**src/rtl/vec_wb_merge.sv**
```systemverilog
// Vector writeback merge: combines the ALU result with the old vd under vstart/vl/mask/tail
// policy, one 32-bit word per cycle, then writes it through a valid/ready port. Optional: VEC_WB_MASK_EN.
module vec_wb_merge #(
  parameter int VLEN = 128
) (
  input  logic            clk,
  input  logic            resetn,
  input  logic            alu_done,
  input  logic [VLEN-1:0] alu_vd,
  input  logic [VLEN-1:0] old_vd,
  input  logic [VLEN-1:0] v0_mask,
  input  logic            vm,
  input  logic [2:0]      vsew,
  input  logic [9:0]      vl,
  input  logic [9:0]      vstart,
  input  logic            vta,
  input  logic            vma,
  input  logic [4:0]      vd_addr,
  output logic            wr_valid,
  output logic [4:0]      wr_addr,
  output logic [VLEN-1:0] wr_data,
  input  logic            wr_ready,
  output logic            alu_ack,
  output logic            busy,
  output logic            wb_done
);
  localparam int NW = VLEN / 32;
  localparam int WW = (NW > 1) ? $clog2(NW) : 1;
  localparam int IW = $clog2(VLEN);
  localparam logic [WW-1:0] LAST_W = WW'(NW - 1);

  typedef enum logic [1:0] {IDLE = 2'd0, MERGE = 2'd1, WRITE = 2'd2, DONE = 2'd3} state_t;
  state_t state_r, state_n;

  logic            armed_r, capture_s, skip_s;
  logic [1:0]      sew_s, sew_r;
  logic [10:0]     vlmax_s;
  logic [9:0]      eff_vl_s, eff_vl_r, vstart_r;
  logic [VLEN-1:0] alu_r, old_r;
  logic            vta_r;
  logic [WW-1:0]   w_r;
  logic [31:0]     alu_w_s, old_w_s, merged_s;
  logic [9:0]      elem_s;
  logic            act_s, inact_ones_s;
`ifdef VEC_WB_MASK_EN
  logic [VLEN-1:0] mask_r;
  logic            vm_r, vma_r;
`else
  logic            unused_s;
  assign unused_s = ^{vm, vma, v0_mask};
`endif

  // Normalise the element width code; reserved codes behave as 32-bit.
  always_comb begin
    case (vsew)
      3'b000:  sew_s = 2'd0;
      3'b001:  sew_s = 2'd1;
      default: sew_s = 2'd2;
    endcase
  end

  assign vlmax_s  = 11'((VLEN / 8) >> sew_s);
  assign eff_vl_s = ({1'b0, vl} < vlmax_s) ? vl : vlmax_s[9:0];
  assign skip_s   = (vstart >= eff_vl_s);

  // Next-state logic; capture only fires once per alu_done level thanks to the armed flag.
  always_comb begin
    state_n   = state_r;
    capture_s = 1'b0;
    case (state_r)
      IDLE: begin
        if (alu_done && armed_r) begin
          capture_s = 1'b1;
          state_n   = skip_s ? DONE : MERGE;
        end else begin
          state_n = IDLE;
        end
      end
      MERGE: begin
        if (w_r == LAST_W) state_n = WRITE;
        else               state_n = MERGE;
      end
      WRITE: begin
        if (wr_ready) state_n = DONE;
        else          state_n = WRITE;
      end
      DONE:    state_n = IDLE;
      default: state_n = IDLE;
    endcase
  end

  // Per-byte merge of the current word; every byte of an element shares the same decision.
  always_comb begin
    alu_w_s      = alu_r[{w_r, 5'd0} +: 32];
    old_w_s      = old_r[{w_r, 5'd0} +: 32];
    merged_s     = old_w_s;
    elem_s       = 10'd0;
    act_s        = 1'b1;
    inact_ones_s = 1'b0;
    for (int b = 0; b < 4; b++) begin
      elem_s = 10'({w_r, 2'(b)}) >> sew_r;
`ifdef VEC_WB_MASK_EN
      act_s        = vm_r | mask_r[elem_s[IW-1:0]];
      inact_ones_s = vma_r;
`else
      act_s        = 1'b1;
      inact_ones_s = 1'b0;
`endif
      if (elem_s < vstart_r) begin
        merged_s[8*b +: 8] = old_w_s[8*b +: 8];
      end else if (elem_s < eff_vl_r) begin
        if (act_s)             merged_s[8*b +: 8] = alu_w_s[8*b +: 8];
        else if (inact_ones_s) merged_s[8*b +: 8] = 8'hFF;
        else                   merged_s[8*b +: 8] = old_w_s[8*b +: 8];
      end else if (vta_r) begin
        merged_s[8*b +: 8] = 8'hFF;
      end else begin
        merged_s[8*b +: 8] = old_w_s[8*b +: 8];
      end
    end
  end

  // State register.
  always_ff @(posedge clk or negedge resetn) begin
    if (!resetn) state_r <= IDLE;
    else         state_r <= state_n;
  end

  // Armed flag, operand capture, word counter and merged-register accumulation.
  always_ff @(posedge clk or negedge resetn) begin
    if (!resetn) begin
      armed_r  <= 1'b1;
      sew_r    <= 2'd0;
      eff_vl_r <= 10'd0;
      vstart_r <= 10'd0;
      alu_r    <= {VLEN{1'b0}};
      old_r    <= {VLEN{1'b0}};
      vta_r    <= 1'b0;
      w_r      <= {WW{1'b0}};
      wr_addr  <= 5'd0;
      wr_data  <= {VLEN{1'b0}};
`ifdef VEC_WB_MASK_EN
      mask_r   <= {VLEN{1'b0}};
      vm_r     <= 1'b0;
      vma_r    <= 1'b0;
`endif
    end else begin
      if (capture_s) begin
        armed_r  <= 1'b0;
        sew_r    <= sew_s;
        eff_vl_r <= eff_vl_s;
        vstart_r <= vstart;
        alu_r    <= alu_vd;
        old_r    <= old_vd;
        vta_r    <= vta;
        w_r      <= {WW{1'b0}};
        wr_addr  <= vd_addr;
`ifdef VEC_WB_MASK_EN
        mask_r   <= v0_mask;
        vm_r     <= vm;
        vma_r    <= vma;
`endif
      end else if (state_r == IDLE && !alu_done) begin
        armed_r <= 1'b1;
      end
      if (state_r == MERGE) begin
        wr_data[{w_r, 5'd0} +: 32] <= merged_s;
        w_r                        <= w_r + WW'(1);
      end
    end
  end

  // Status outputs registered from the next state so they line up with the state they describe.
  always_ff @(posedge clk or negedge resetn) begin
    if (!resetn) begin
      wr_valid <= 1'b0;
      alu_ack  <= 1'b0;
      wb_done  <= 1'b0;
      busy     <= 1'b0;
    end else begin
      wr_valid <= (state_n == WRITE);
      alu_ack  <= (state_n == DONE);
      wb_done  <= (state_n == DONE);
      busy     <= (state_n != IDLE);
    end
  end
endmodule

```
**config.mk**
```make
export PLATFORM = sky130hd
export DESIGN_NAME = vec_wb_merge
export DESIGN_NICKNAME = d
export VERILOG_FILES = /design/src/rtl/vec_wb_merge.sv
export SDC_FILE = /design/constraint.sdc
export NUM_CORES = 1
export LEC_CHECK = 0
export ABC_AREA = 1
export CAP_MARGIN = 0
export CORE_AREA = 4 4 212 214
export DETAILED_ROUTE_END_ITERATION = 8
export DIE_AREA = 0 0 216 218
export DONT_BUFFER_PORTS = 1
export PLACE_DENSITY = 0.6
export SLEW_MARGIN = 10
export SYNTH_ARGS = -nofsm -noshare
export SYNTH_HDL_FRONTEND = slang
export SYNTH_SLANG_ARGS = --single-unit
```
**constraint.sdc**
```tcl
create_clock -name clk -period 2.3 [get_ports clk]
set_input_delay 0.345 -clock clk [delete_from_list [all_inputs] [get_ports clk]]
set_output_delay 0.345 -clock clk [all_outputs]
set_load 0.05 [all_outputs]
```
==> flow_metrics.env, run 1 <==
export IMPL_clock_root_buffer="clkbuf_16"
export IMPL_crit_top_cell="nand2_2"
export IMPL_slowest_stage="dfrtp_4"
export IMPL_violations="negative hold slack, negative setup slack"
export IMPL_end_kind="flop"
export IMPL_place_area_mm2=0.0209
export IMPL_cts_buffers=47
export IMPL_synth_area_mux_share_pct=0
export IMPL_tightest_slew_ps=1250
export IMPL_die_area_mm2=0.0471
export IMPL_ys_flop_type="dfrtp_1"
export IMPL_grt_pass1_vias=18400
export IMPL_critPathBufInv=4
export IMPL_synth_edff_count=0
export IMPL_yosysWarnings=0
export IMPL_setup_viol=35
export IMPL_slowest_delay_ps=520
export IMPL_clockBufferDepth=3
export IMPL_tns_ps=-1110
export IMPL_synth_xor_area_share_pct=0
export IMPL_critical_path_depth=13
export IMPL_hold_class="in2async"
export IMPL_wl_per_cell_um=20.9
export IMPL_rows=76
export IMPL_startpoint="w_r[0]$_DFFE_PN0P_"
export IMPL_synth_adder_area_share_pct=1.79
export IMPL_drive_gt1_share_pct=14.3
export IMPL_max_slew_margin_pct=16.4
export IMPL_start_kind="flop"
export IMPL_seq_area_frac_synth_pct=53.7
export IMPL_coreArea_mm2=0.0429
export IMPL_final_nets=3234
export IMPL_hpwl_um=46700
export IMPL_synth_area_leader_cell="dfrtp_1"
export IMPL_finalClockSkew_ps=19.1
export IMPL_layout_cells_non_filler=3413
export IMPL_rsz0062_at_grt="true"
export IMPL_async_flop_share_pct=100
export IMPL_die_w_um=216
export IMPL_required_ps=2790
export IMPL_critPathKind="reg2reg"
export IMPL_rrSetupSlack_ps=-90
export IMPL_use_met1_pct=40.2
export IMPL_netlist_instances=2448
export IMPL_clock_sinks=420
export IMPL_final_area_mm2=0.0266
export IMPL_vias=18500
export IMPL_r2r_end="wr_data[104]$_DFFE_PN0P_"
export IMPL_use_met2_pct=46.0
export IMPL_synth_compound_area_share_pct=11.5
export IMPL_drc_errors=0
export IMPL_dp_cells=3017
export IMPL_grt_use_met3_pct=5.91
export IMPL_p_per_area_mw_per_mm2=1600
export IMPL_synthTopCellsByCount="nand2_1 (975), dfrtp_1 (419), o21ai_0 (243)"
export IMPL_hold_viol_final=419
export IMPL_gr_total_overflow=0
export IMPL_r2r_start="w_r[0]$_DFFE_PN0P_"
export IMPL_yosysMostFrequentCell="nand2_1"
export IMPL_cts_tree="yes"
export IMPL_post_route_period_util_pct=104
export IMPL_h_tree_depth=2
export IMPL_ctsHoldBuffers=272
export IMPL_netlist_area_leader_share_pct=53.5
export IMPL_worst_slack_ps=-88.9
export IMPL_io_buffers=0
export IMPL_synth_cell_type_count=39
export IMPL_routed_wl_um=71400
export IMPL_antenna_found_initial=9
export IMPL_cp_arrival_ps=2880
export IMPL_dr_pass1_iters=5
export IMPL_fillers=3570
export IMPL_synthesis_area_mm2=0.0196
export IMPL_clkLatencyLatePin_ps=580
export IMPL_maxCapViolCount=0
export IMPL_critPathTopFamily="simple AND/OR/NAND/NOR gates"
export IMPL_crit_fanout=8
export IMPL_crit_end="wr_data[104]$_DFFE_PN0P_"
export IMPL_routabilityCongestion=0.907
export IMPL_ys_seq_elements=420
export IMPL_area_growth_pct=35.6
export IMPL_initial_core_util_pct=45.7
export IMPL_max_clock_freq_ghz=0.419
export IMPL_cts_clk_slew_worst_paths_ps=60
export IMPL_grt_max_degree=421
export IMPL_grt_pass1_wl_um=108000
export IMPL_drtIter0Drc=1795
export IMPL_yosys_area_share_simple_pct=26.8
export IMPL_synth_area_per_cell_um2=8.00
export IMPL_p_leak_nw=13.1
export IMPL_final_core_util_pct=61.9
export IMPL_fin_crit_ps=2390
export IMPL_reg2reg_depth=13
export IMPL_pin_count=556
export IMPL_synth_area_leaders="dfrtp_1 (54%), nand2_1 (19%), o21ai_0 (6.2%)"
export IMPL_ant_nets=0
export IMPL_track_usage_pct=29.4
export IMPL_die_h_um=218
export IMPL_synth_top_family_by_area="simple AND/OR/NAND/NOR gates"
export IMPL_vias_per_cell=5.42
export IMPL_grt_busiest_layer="met2"
export IMPL_holdWs_ps=-524
export IMPL_maxSlewViolCount=0
export IMPL_status="finished, violations left"
export IMPL_worstPathCellList="inv_4 > buf_4 > o22ai_4 > buf_6 > ha_4 > nand2_2 > nand2_2 > nand2_4 > nand2_8 > clkinv_8 > nand2_2 > nand4_1 > o21bai_1"
export IMPL_vdd_ir_drop_max_v=0.000923
==> per-stage QoR <==
stage / setup WS (ps) / hold slack, ps / total power [mW]
2_1_floorplan: -67.8 / 49.4 / 24.4
3_3_place_gp: -304 / 60.5 / 30.4
3_5_place_dp: -445 / 60.7 / 30.8
4_1_cts: -26.6 / -544 / 40.5
5_1_grt: -188 / -536 / 44.8
6_report: -88.9 / -524 / 42.4
==> sequential cells by signal (all words and copies together) (netlist names), 2 cells and up <==
register / cells
state_r: 2
w_r: 2
eff_vl_r: 10
sew_r: 2
old_r: 128
wr_data: 128
wr_addr: 5
alu_r: 128
vstart_r: 10
==> final cells by class <==
class | count | area [um2] | share of cell area (%)
diodes | 9 | 22.5 | 0.0848
clock buffers | 68 | 1350 | 5.07
clock inverters | 13 | 185 | 0.697
inverters | 149 | 587 | 2.21
multi-input cells | 1740 | 8870 | 33.4
flip-flops and latches | 420 | 10500 | 39.6
well taps | 585 | 732 | 2.76
repair buffers | 429 | 4300 | 16.2
==> worst reg2reg max path, delay by kind of cell, from the launching register on <==
kind	cells	cell delay [ps]
AND/OR/NAND/NOR	6	700
flip-flops	1	520
buffers and inverters	4	510
AO/OA/AOI/OAI	2	320
adder cells (fa/ha/maj)	1	260
==> power by group <==
part           internal (mW)  switching (mW)  leakage, nW  total, mW
Clock                   4.50            3.06        0.749       7.56
Sequential              10.5            5.06         5.41       15.6
Combinational           7.06            12.2         6.92       19.2
Total                   22.1            20.3         13.1       42.4
==> repair_timing <==
item,4_1_cts,5_1_grt
endpoints found under the hold margin,692,420
pin swaps,38,94
endpoints found under the setup margin,103,125
resized for setup,98,130
cloned,3,1
setup buffers,16,14
==> worst min-delay path by stage <==
stage | start | end | slack, ps | cells after the start
global route | resetn | vstart_r[6]$_DFFE_PN0P_ | -540 | 0
global placement | resetn | vstart_r[6]$_DFFE_PN0P_ | 60 | 0
floorplan | resetn | alu_r[0]$_DFFE_PN0P_ | 50 | 0
detailed placement | resetn | wr_addr[0]$_DFFE_PN0P_ | 60 | 0
CTS | resetn | vstart_r[9]$_DFFE_PN0P_ | -540 | 0
finish | resetn | vstart_r[9]$_DFFE_PN0P_ | -520 | 0
==> placed cells by master, fill, tap and decap left out, types with 9 or more instances in the layout <==
| cell type | netlist | layout |
|---|---|---|
| a21oi_1 | 116 | 101 |
| a21oi_2 | 0 | 15 |
| buf_12 | 0 | 21 |
| buf_4 | 4 | 109 |
| buf_6 | 2 | 25 |
| clkbuf_1 | 76 | 12 |
| clkbuf_16 | 0 | 48 |
| clkbuf_8 | 0 | 9 |
| dfrtp_1 | 419 | 416 |
| diode_2 | 0 | 9 |
| dlygate4sd3_1 | 0 | 272 |
| ha_1 | 28 | 22 |
| inv_1 | 141 | 138 |
| nand2_1 | 975 | 932 |
| nand2_2 | 19 | 30 |
| nand2_4 | 10 | 36 |
| nand2_8 | 0 | 9 |
| nand3_1 | 93 | 46 |
| nand3_2 | 0 | 29 |
| nand3_4 | 1 | 19 |
| nand4_1 | 66 | 66 |
| nor2_1 | 97 | 94 |
| o21ai_0 | 243 | 236 |
| o21ai_1 | 32 | 36 |
| o21bai_1 | 32 | 32 |
==> routing by layer <==
layer  routed length, um  share of wire [%]
met4                3190                4.5
met3                5100                7.1
met1               30300                 42
met5                  13              0.018
met2               32800                 46
==> cell families (layout without fill, tap and decap cells) <==
| kind of cell | count (synthesis) | in the layout |
|---|---|---|
| AO/OA/AOI/OAI | 430 | 430 |
| flip-flops | 420 | 420 |
| AND/OR/NAND/NOR | 1273 | 1276 |
| other | 1 | 15 |
| buffers and inverters | 296 | 659 |
| adder cells (fa/ha/maj) | 28 | 28 |
No activity file was read; power rests on OpenSTA's default activity.
==> run 2: changes to the inputs <==
SETUP_SLACK_MARGIN = 0.3   (was not set)
SLEW_MARGIN = 30   (was 10)
==> run 2 against run 1 <==
  * The run ends with negative hold slack, max-slew violations, negative setup slack left
  * Clock power shrank 4.0%
  * Highest routed layer unchanged
  * Utilization grew 0.87 points
  * Register-to-register slack gained 30 ps
  * Global-route usage shrank 0.25 points
  * Critical path depth grew 3
  * Maximum frequency grew 1.1%
  * Die area is the same
  * Clock skew shrank 1.1 ps
  * Setup slack gained 26 ps
==> flow_metrics.env, run 2 (synthesis gave the netlist of run 1 again) <==
export IMPL_p_switching_mw=20.4
export IMPL_power_frac_seq_pct=36.4
export IMPL_fillers=3500
export IMPL_initial_core_util_pct=45.7
export IMPL_drtIter0Drc=1695
export IMPL_p_clk_share_pct=17.0
export IMPL_gr_total_overflow=0
export IMPL_layout_common_cells="nand2_1 (920), dfrtp_1 (415), dlygate4sd3_1 (272)"
export IMPL_maxSlewViolCount=183
export IMPL_p_per_area_mw_per_mm2=1590
export IMPL_cp_arrival_ps=2810
export IMPL_rows=76
export IMPL_grt_pass1_vias=18400
export IMPL_fin_crit_ps=2360
export IMPL_vias=18300
export IMPL_max_clock_freq_ghz=0.423
export IMPL_crit_fanout=8
export IMPL_combinationalPowerShare_pct=46.6
export IMPL_die_h_um=218
export IMPL_vias_per_cell=5.35
export IMPL_h_tree_depth=2
export IMPL_vdd_ir_drop_max_v=0.000893
export IMPL_cts_buffers=45
export IMPL_finalClockSkew_ps=18.0
export IMPL_status="finished, violations left"
export IMPL_critPathBufInv=3
export IMPL_layout_commonest_cell="nand2_1"
export IMPL_reg_largest_list="alu_r (128), old_r (128), wr_data (128)"
export IMPL_critPathKind="reg2reg"
export IMPL_routed_wl_um=70300
export IMPL_end_kind="flop"
export IMPL_rsz0062_at_grt="true"
export IMPL_drc_errors=0
export IMPL_track_usage_pct=29.1
export IMPL_holdWs_ps=-489
export IMPL_die_w_um=216
export IMPL_violations="negative hold slack, max-slew violations, negative setup slack"
export IMPL_p_int_mw=22.3
export IMPL_grt_max_degree=421
export IMPL_wl_per_cell_um=20.5
export IMPL_setup_viol=42
export IMPL_cts_tree="yes"
export IMPL_clockBufferDepth=3
export IMPL_hold_viol_final=419
export IMPL_area_growth_pct=37.5
export IMPL_ctsHoldBuffers=272
export IMPL_clock_root_buffer="clkbuf_16"
export IMPL_dr_pass1_iters=7
export IMPL_pin_count=556
export IMPL_critPathTopFamily="simple AND/OR/NAND/NOR gates"
export IMPL_grt_pass1_wl_um=108000
export IMPL_slowest_stage="dfrtp_4"
export IMPL_clock_sinks=420
export IMPL_drive_gt1_share_pct=16.3
export IMPL_start_kind="flop"
export IMPL_worstPathCellList="inv_4 > nand2_4 > nand2_4 > nor2_4 > ha_4 > nand2_4 > nor3_4 > buf_6 > nand2_4 > nand2_4 > nand2_4 > nand2_8 > nand2_4 > nand4_1 > buf_4 > o21ai_1"
export IMPL_post_route_period_util_pct=103
export IMPL_p_sw_share_pct=47.7
export IMPL_tightest_slew_ps=2010
export IMPL_die_area_mm2=0.0471
export IMPL_coreArea_mm2=0.0429
export IMPL_place_area_mm2=0.0215
export IMPL_antenna_found_initial=7
export IMPL_required_ps=2750
export IMPL_worst_slack_ps=-62.6
export IMPL_maxCapViolCount=0
export IMPL_hold_class="in2async"
export IMPL_p_leak_nw=13.2
export IMPL_final_area_mm2=0.0269
export IMPL_clkLatencyLatePin_ps=570
export IMPL_slowest_delay_ps=510
export IMPL_tns_ps=-961
export IMPL_hpwl_um=45700
export IMPL_routabilityCongestion=0.886
export IMPL_cts_clk_slew_worst_paths_ps=60
export IMPL_final_nets=3251
export IMPL_finalPower_mw=42.8
export IMPL_io_buffers=0
export IMPL_ant_nets=0
export IMPL_post_place_ws_ps=-346
export IMPL_max_slew_margin_pct=-33.9
export IMPL_crit_top_cell="nand2_4"
## run 2: power groups by stage
stage | combinational, mW | clock (mW) | sequential [mW]
final | 19.9 | 7.26 | 15.5
after global routing | 21.8 | 7.72 | 15.9
after CTS | 18.9 | 7.41 | 15.5
after detailed placement | 16.2 | 0 | 15.6
after global placement | 15.9 | 0 | 15.6
after floorplan | 10.5 | 0 | 15.0
## run 2: final timing paths
kind	startpoint	to	slack, ps	cells past startpoint
hold reg to reg	vstart_r[4]$_DFFE_PN0P_	vstart_r[4]$_DFFE_PN0P_	470	2
setup / recovery	w_r[0]$_DFFE_PN0P_	wr_data[97]$_DFFE_PN0P_	-60	16
max in group asynchronous	resetn	alu_r[19]$_DFFE_PN0P_	1240	0
hold / removal	resetn	vstart_r[5]$_DFFE_PN0P_	-490	0
min in group clk	vstart[0]	vstart_r[0]$_DFFE_PN0P_	70	2
setup reg to reg	w_r[0]$_DFFE_PN0P_	wr_data[97]$_DFFE_PN0P_	-60	16
## run 2: timing repair
action	in CTS	in global routing
cloned	2	5
resized for setup	128	56
hold endpoints to repair	692	420
setup buffers	19	14
endpoints found under the setup margin	129	130
pin swaps	70	60
## run 2: final cells by class
cell class | count | area (um2) | share of cell area (%)
Antenna cell | 6 | 15.0 | 0.0558
Sequential cell | 420 | 10500 | 39.1
Inverter | 149 | 607 | 2.25
Timing Repair Buffer | 447 | 4460 | 16.6
Clock inverter | 16 | 186 | 0.692
Tap cell | 585 | 732 | 2.72
Clock buffer | 60 | 1250 | 4.65
Multi-Input combinational cell | 1741 | 9150 | 34.0
## run 2: metal layers
metal	GRT usage, %	wire, um	up-vias
met5	0	7	-
met4	10.5	2520	2
met3	5.42	4700	154
met2	46.8	33000	736
met1	39.8	30100	8846
li1	-	-	8575
## run 2: metrics by stage
step / utilization, % / hold WS [ps] / std cells
2_1_floorplan: - / 49.4 / 2453
5_1_grt: 62.8 / -515 / 3424
3_3_place_gp: 50.2 / 85.1 / 3030
6_report: 62.8 / -489 / 3424
4_1_cts: 61.7 / -553 / 3399
3_5_place_dp: 50.2 / 82.9 / 3030
